--- src/rtl/pwm_nch.sv ---
// Multi-channel PWM block: per-channel prescaler, edge/center counting, shadowed
// period/duty, external duty capture and a shared W1C interrupt status/enable pair.

module pwm_nch_ch #(
  parameter int CW = 16
) (
  input  logic          clk_i,
  input  logic          rst_i,
  input  logic [3:0]    i_wr_sel,
  input  logic [31:0]   i_wdata,
  input  logic [3:0]    i_be,
  input  logic [1:0]    i_rsel,
  output logic [31:0]   o_rdata,
  input  logic [CW-1:0] i_dc,
  input  logic          i_valid_dc,
  input  logic          i_irq_clr,
  output logic          o_irq,
  output logic          o_pwm
);
  localparam int EN = 0, OE = 1, POL = 2, CTR = 3, ONE = 4, EXT = 5;

  logic [5:0]    r_ctrl;
  logic [CW-1:0] r_div, r_per_sh, r_duty_sh, r_per, r_duty, r_ext, r_psc, r_cnt;
  logic          r_down, r_pts, r_pwm, r_irq;

  logic [31:0]   w_mask, w_ctrl_m, w_div_m, w_per_m, w_duty_m;
  logic [CW-1:0] w_d, w_pm1, w_cnt_nxt;
  logic          w_en, w_clr, w_tick, w_pe, w_down_nxt, w_pts_nxt;

  assign w_mask   = {{8{i_be[3]}}, {8{i_be[2]}}, {8{i_be[1]}}, {8{i_be[0]}}};
  assign w_ctrl_m = (32'(r_ctrl)    & ~w_mask) | (i_wdata & w_mask);
  assign w_div_m  = (32'(r_div)     & ~w_mask) | (i_wdata & w_mask);
  assign w_per_m  = (32'(r_per_sh)  & ~w_mask) | (i_wdata & w_mask);
  assign w_duty_m = (32'(r_duty_sh) & ~w_mask) | (i_wdata & w_mask);

  assign w_en   = r_ctrl[EN];
  assign w_clr  = i_wr_sel[0] & w_ctrl_m[6];
  // >= so a DIV lowered below the running prescale count still ticks promptly
  assign w_tick = w_en && (r_psc >= r_div);
  assign w_d    = r_ctrl[EXT] ? r_ext : r_duty;
  assign w_pm1  = r_per - CW'(1);

  always_comb begin
    w_cnt_nxt  = r_cnt;
    w_down_nxt = r_down;
    w_pts_nxt  = r_pts;
    w_pe       = 1'b0;
    if (!w_en || w_clr) begin
      w_cnt_nxt  = '0;
      w_down_nxt = 1'b0;
      w_pts_nxt  = 1'b0;
    end else if (w_tick) begin
      if (r_per == '0) begin
        w_cnt_nxt  = '0;
        w_down_nxt = 1'b0;
        w_pts_nxt  = 1'b0;
      end else begin
        w_pts_nxt = (r_cnt < w_d);
        if (!r_ctrl[CTR]) begin
          w_down_nxt = 1'b0;
          if (r_cnt >= w_pm1) begin
            w_cnt_nxt = '0;
            w_pe      = 1'b1;
          end else w_cnt_nxt = r_cnt + CW'(1);
        end else if (!r_down) begin
          // top endpoint is held for a second tick by turning without moving
          if (r_cnt >= w_pm1) begin
            w_cnt_nxt  = w_pm1;
            w_down_nxt = 1'b1;
          end else w_cnt_nxt = r_cnt + CW'(1);
        end else begin
          if (r_cnt == '0) begin
            w_down_nxt = 1'b0;
            w_pe       = 1'b1;
          end else w_cnt_nxt = r_cnt - CW'(1);
        end
      end
    end
  end

  always_ff @(posedge clk_i) begin
    if (rst_i) begin
      r_ctrl <= '0; r_div <= '0; r_per_sh <= '0; r_duty_sh <= '0;
      r_per <= '0; r_duty <= '0; r_ext <= '0; r_psc <= '0; r_cnt <= '0;
      r_down <= 1'b0; r_pts <= 1'b0; r_pwm <= 1'b0; r_irq <= 1'b0;
    end else begin
      if (i_wr_sel[0])                r_ctrl     <= w_ctrl_m[5:0];
      else if (w_pe && r_ctrl[ONE])   r_ctrl[EN] <= 1'b0;
      if (i_wr_sel[1]) r_div     <= w_div_m[CW-1:0];
      if (i_wr_sel[2]) r_per_sh  <= w_per_m[CW-1:0];
      if (i_wr_sel[3]) r_duty_sh <= w_duty_m[CW-1:0];
      if (!w_en || w_pe) begin
        r_per  <= r_per_sh;
        r_duty <= r_duty_sh;
      end
      r_psc <= (!w_en || w_clr || w_tick) ? '0 : r_psc + CW'(1);
      if (w_clr)           r_ext <= '0;
      else if (i_valid_dc) r_ext <= i_dc;
      if (w_pe)                      r_irq <= 1'b1;
      else if (w_clr || i_irq_clr)   r_irq <= 1'b0;
      r_cnt  <= w_cnt_nxt;
      r_down <= w_down_nxt;
      r_pts  <= w_pts_nxt;
      r_pwm  <= r_ctrl[OE] ? (w_pts_nxt ^ r_ctrl[POL]) : 1'b0;
    end
  end

  always_comb begin
    case (i_rsel)
      2'd0:    o_rdata = 32'(r_ctrl);
      2'd1:    o_rdata = 32'(r_div);
      2'd2:    o_rdata = 32'(r_per_sh);
      default: o_rdata = 32'(r_duty_sh);
    endcase
  end

  assign o_irq = r_irq;
  assign o_pwm = r_pwm;
endmodule

module pwm_nch #(
  parameter int NCH = 4,
  parameter int CW  = 16
) (
  input  logic              clk_i,
  input  logic              rst_i,
  input  logic              re_i,
  input  logic              we_i,
  input  logic [7:0]        addr_i,
  input  logic [31:0]       wdata_i,
  input  logic [3:0]        be_i,
  output logic [31:0]       rdata_o,
  output logic              error_o,
  input  logic [NCH*CW-1:0] i_dc,
  input  logic [NCH-1:0]    i_valid_dc,
  output logic [NCH-1:0]    pwm_o,
  output logic              irq_o
);
  logic                  w_ch_hit, w_is_st, w_is_en, w_map, w_wr;
  logic [NCH-1:0]        w_irq, w_w1c, r_irq_en;
  logic [NCH-1:0][31:0]  w_rd;

  assign w_ch_hit = (addr_i[7:4] < 4'(NCH));
  assign w_is_st  = (addr_i == 8'h80);
  assign w_is_en  = (addr_i == 8'h84);
  assign w_map    = (addr_i[1:0] == 2'b00) && (w_ch_hit || w_is_st || w_is_en);
  assign w_wr     = we_i && !re_i && w_map;
  assign error_o  = (re_i || we_i) && !w_map;
  assign w_w1c    = (w_wr && w_is_st && be_i[0]) ? wdata_i[NCH-1:0] : '0;

  for (genvar n = 0; n < NCH; n++) begin : g_ch
    logic [3:0] w_sel;
    assign w_sel = (w_wr && w_ch_hit && addr_i[7:4] == 4'(n)) ? (4'b0001 << addr_i[3:2]) : 4'b0000;
    pwm_nch_ch #(.CW(CW)) u_ch (
      .clk_i(clk_i), .rst_i(rst_i), .i_wr_sel(w_sel), .i_wdata(wdata_i), .i_be(be_i),
      .i_rsel(addr_i[3:2]), .o_rdata(w_rd[n]), .i_dc(i_dc[n*CW +: CW]),
      .i_valid_dc(i_valid_dc[n]), .i_irq_clr(w_w1c[n]), .o_irq(w_irq[n]), .o_pwm(pwm_o[n])
    );
  end

  always_ff @(posedge clk_i) begin
    if (rst_i)                          r_irq_en <= '0;
    else if (w_wr && w_is_en && be_i[0]) r_irq_en <= wdata_i[NCH-1:0];
  end

  always_comb begin
    rdata_o = '0;
    if (w_map) begin
      if (w_is_st)      rdata_o = 32'(w_irq);
      else if (w_is_en) rdata_o = 32'(r_irq_en);
      else for (int n = 0; n < NCH; n++) if (addr_i[7:4] == 4'(n)) rdata_o = w_rd[n];
    end
  end

  assign irq_o = |(w_irq & r_irq_en);
endmodule

--- config.mk ---
export PLATFORM = sky130hd
export DESIGN_NAME = pwm_nch
export DESIGN_NICKNAME = d
export VERILOG_FILES = /design/src/rtl/pwm_nch.sv
export SDC_FILE = /design/constraint.sdc
export NUM_CORES = 2
export LEC_CHECK = 0
export ABC_AREA = 1
export BUFFER_PORTS_ARGS = -buffer_cell sky130_fd_sc_hd__buf_2
export CORE_MARGIN = 3
export CORE_UTILIZATION = 60
export CTS_CLUSTER_SIZE = 12
export DETAILED_ROUTE_END_ITERATION = 6
export PLACE_DENSITY = 0.88
export SYNTH_ARGS = -nofsm -noshare
export SYNTH_HDL_FRONTEND = slang
export SYNTH_HIERARCHICAL = 1
export SYNTH_SLANG_ARGS = --single-unit
--- constraint.sdc ---
create_clock -name clk_i -period 6.34 [get_ports clk_i]
set_input_delay 1.268 -clock clk_i [delete_from_list [all_inputs] [get_ports clk_i]]
set_output_delay 1.268 -clock clk_i [all_outputs]
set_load 0.01 [all_outputs]
# Yosys cells after proc, flatten, opt, wreduce, memory -nomap -nowiden
# Cells that the tools add are included.
# op_classes
shift,1
n_bitwise,47
eq_ne,11
n_reduce_logical,86
n_mux,116
magnitude_cmp,13
add_sub_neg,16
# ops
cell,n
16-bit 2-to-1 mux,28
32-bit 2-to-1 mux,7
16-bit AND,13
16-bit bitwise OR,12
16-bit one-hot mux with 3 select lines,4
16-bit by 1-bit adder with 16-bit output (second input constant),8
16-bit greater-or-equal comparator,8
16-bit zero test,8
16-bit by 1-bit subtractor with 16-bit output (second input constant),8
1-bit 2-to-1 mux,72
16-bit less-than comparator,4
2-bit OR reduction,16
6-bit by 7-bit AND with 7-bit output,4
7-bit bitwise OR,4
1-bit logical AND,21
4-bit 2-to-1 mux,5
1-bit logical OR,19
8-bit == test (second input constant),2
4-bit inequality test (second input constant),4
16-bit NOT,1
2-bit nonzero test,8
4-bit by 2-bit == test with 1-bit output (second input constant),2
2-bit AND reduction,4
1-bit zero test,6
12 further kinds,22
# totals
wordCells,347
inputBits,116
reg_bits,556
output_inout_bits,38

# Logic depth before layout (Yosys ltp)
# depth
ltp_word,14
depth_mapped,23
depth_no_buf,21

# Modules after synthesis
# The synthesis kept the hierarchy.
# by_module_without_submodules
mod,n_inst,seq_area_each_um2,area_per_inst_um2,cells_per_inst
pwm_nch_ch at g_ch[0].u_ch,1,2762.6,8896.0,1293
pwm_nch_ch at g_ch[3].u_ch,1,2762.6,8805.9,1288
pwm_nch_ch at g_ch[2].u_ch,1,2762.6,8718.4,1296
pwm_nch_ch at g_ch[1].u_ch,1,2762.6,8525.7,1314
pwm_nch,1,80.1,1667.8,282

# Worst setup path after synthesis
# No wires, ideal clock.
# synth_path
path_type,input-to-output
startpoint,input port addr_i[2]
endpoint,output port rdata_o[0]
arrival_time_ns,2.366
cell_stages,12
n_path_buf,1
required_ns,5.072
slack_ns,2.706
cell_sequence,inv_1 nand2_1 inv_1 clkbuf_1 nand2_1 nand4_1 inv_1 nor2_1 nor2_1 nand2_1 nand2_1 a21oi_1
# synth_rtl
item,line_no,source
start: declaration,129,"input logic [7:0] addr_i,"
end: declaration,132,"output logic [31:0] rdata_o,"

==> flow_summary.json <==
{
  "tns_ns": 0,
  "ant_nets": 0,
  "final_nets": 5772,
  "skew_ns": 0.02202,
  "clk_latency_ns": 0.63,
  "peakVddDrop_mv": 0.2110,
  "avgViaCountPerCell": 5.806,
  "intPower_mw": 5.589,
  "async_reset_ff_frac": 0,
  "crit_slowest_cell": "o2111ai_1",
  "yosysTopAreaCell": "dfxtp_1",
  "io_buffer_count": 135,
  "max-slew-margin-rel": 0.1901,
  "grt_max_degree": 87,
  "core_area_mm2": 0.05969,
  "finish.utilization": 0.6482,
  "critPathBufInv": 5,
  "ios": 154,
  "synth_area_per_cell_um2": 6.690,
  "end_kind": "output pin",
  "status": "finished, final reports clean",
  "drv_slew": 0,
  "cts_setup_buffers": 0,
  "die_h_um": 253.0,
  "clk_pin_slew_ns": 0.05,
  "worstPathMaxFanout": 15,
  "fmax_mhz": 206.6,
  "grt_pass1_wl_mm": 168.8,
  "slowest_delay_ns": 0.43,
  "place_area_mm2": 0.03679,
  "yosys_warnings": 6,
  "pre_cts_ws_ns": 1.342,
  "postCtsHoldBufs": 0,
  "dr.first_iter.drc_count": 4418,
  "pwr_density_cell_mw_per_mm2": 188.3,
  "grt_overflow_total": 0,
  "leakagePower_nw": 16.97,
  "hp-class": "register to register",
  "syn_area_mm2": 0.03661,
  "crit_family": "buffers and inverters",
  "grtUsageTotal": 0.3237,
  "syn_inst": 5473,
  "area_delta_synth_final_pct": 5.666,
  "power_frac_comb": 0.043,
  "place_inst": 6160,
  "hold_ws_ns": 0.4581,
  "final_area_mm2": 0.03869,
  "cts_inserted_buffers": 59,
  "path_class": "input pin to output pin",
  "tightest_slew_ns": 1.210,
  "timing.max_cap.violations": 0,
  "clock_sinks": 556,
  "synth_seq_cells": 556,
  "clockRootBuffer": "clkbuf_16",
  "worst_slack_ns": 1.500,
  "cts_tree": "yes",
  "netSwitchingPower_mw": 1.695,
  "setup-violations-final": 0,
  "seq_area_frac_synth": 0.3040,
  "totalWireLength_mm": 107.4,
  "die_area_mm2": 0.06402,
  "cts_max_level": 2,
  "p_total_mw": 7.284,
  "start_kind": "input pin",
  "drcViolationCount": 0,
  "synth_area_leaders": "dfxtp_1, nand2_1, nor2_1",
  "post_cts_resized": 0,
  "hold_viol": 0,
  "swShare": 0.2327,
  "ys_types": 60,
  "cts_buffer_depth": 3,
  "drive_above_1_share": 0.1021,
  "dp_hpwl_mm": 76.06,
  "yosysTopAreaCellShare": 0.3040,
  "p_clk_frac": 0.473,
  "vias": 36360,
  "cp.arrival_ns": 3.57,
  "synth_flop_cell": "dfxtp_1",
  "fin_crit_sh": 0.7634,
  "period_minus_slack_ns": 4.840,
  "floorplan.initialDensity": 0.6134,
  "dr.pass1.iters": 6,
  "synth_edf_count": 0,
  "grt_pass1_vias": 32840,
  "crit_required_ns": 5.07,
  "antenna_found_initial": 5,
  "routedWlPerCell_um": 17.15,
  "power_frac_seq": 0.484,
  "fp.dieW_um": 253.0,
  "crit_chain": "buf_2, inv_1, nor2_1, inv_1, o2111ai_1, inv_1, nor2_1, nor2_1, nand2_1, nand2_1, a21oi_1, buf_2",
  "place.gp.congestion": 0.9602,
  "rsz0062_at_grt": "no",
  "instances_no_fill": 6262,
  "row_count": 89
}
[layout make-up]
class / instances / area, um^2
clock inverter: 14 / 158.9
inverter: 555 / 2085
sequential: 556 / 11140
timing repair buffer: 147 / 765.7
fill: 5101 / 21000
clock buffer: 86 / 1730
tap: 773 / 967.2
multi-input combinational: 4129 / 21840
antenna: 2 / 5.005
[cell usage after synthesis, drive strengths merged, types with 3 or more instances]
master,n
xnor2,12
o21bai,5
ha,208
nor4,10
nand4,53
clkbuf,106
nand2,1231
o211ai,56
nand3,334
a21o,4
a211oi,5
o221ai,21
clkinv,13
o2111ai,20
inv,542
nor3b,18
a21boi,3
and3,4
buf,187
conb,4
a221oi,21
a41oi,3
o21a,6
nand3b,11
a22oi,4
nor2,933
o32ai,4
dfxtp,556
a21oi,508
o21ai,428
xor2,96
or2,11
nor3,53
[path summary, 6_finish.rpt]
check                        startpoint                      to  slack (ns)  cells after the start
setup / recovery              addr_i[2]              rdata_o[3]        1.50                     12
hold / removal    g_ch[0].u_ch/r_psc[0]   g_ch[0].u_ch/r_psc[0]        0.46                      1
setup reg to reg  g_ch[3].u_ch/r_per[0]  g_ch[3].u_ch/r_per[10]        1.78                     20
hold reg to reg   g_ch[0].u_ch/r_psc[0]   g_ch[0].u_ch/r_psc[0]        0.46                      1
[layer usage]
| metal | up-vias | global-route usage | routed length, um |
|---|---|---|---|
| met5 | - | 0 | 35 |
| met1 | 16470 | 0.4249 | 43470 |
| met4 | 6 | 0.1696 | 6375 |
| met3 | 402 | 0.06296 | 10920 |
| li1 | 17710 | - | - |
| met2 | 1777 | 0.5059 | 46560 |
[cell usage in the layout, fill, tap and decap left out, types with 27 or more instances in the layout]
master	count
a21oi_1	445
a21oi_2	63
buf_2	135
clkbuf_16	61
conb_1	64
dfxtp_1	552
ha_1	208
inv_1	503
inv_2	39
nand2_1	1200
nand2_2	27
nand3_1	260
nand3_2	68
nand4_1	49
nor2_1	854
nor2_2	57
nor3_1	47
o211ai_1	56
o21ai_0	398
o21ai_1	29
xor2_1	96
[cells by family after synthesis]
family                   count (synthesis)  synth area share
adder cells (fa/ha/maj)                208           0.07108
XOR/XNOR                               108           0.02583
buffers and inverters                  848            0.1057
AND/OR/NAND/NOR                       2659            0.3215
AO/OA/AOI/OAI                         1090            0.1714
other                                    4         0.0004100
flip-flops                             556            0.3040
[power groups by stage]
| stage | Clock [mW] | Sequential (mW) | Combinational (mW) |
|---|---|---|---|
| 2_1_floorplan | 0 | 3.60 | 0.207 |
| 3_3_place_gp | 0 | 3.60 | 0.291 |
| 3_5_place_dp | 0 | 3.60 | 0.297 |
| 4_1_cts | 3.46 | 3.53 | 0.300 |
| 5_1_grt | 3.59 | 3.53 | 0.337 |
| 6_report | 3.44 | 3.53 | 0.314 |
[worst register-to-register path: cells and delay by family, from the launching register on]
kind / cells / cell delay (ns)
simple gates: 12 / 2.04
buf+inv: 4 / 0.98
compound gates: 2 / 0.60
flops: 1 / 0.30
fa+ha+maj: 1 / 0.29
xor+xnor: 1 / 0.24
No activity file was read; power rests on OpenSTA's default activity.
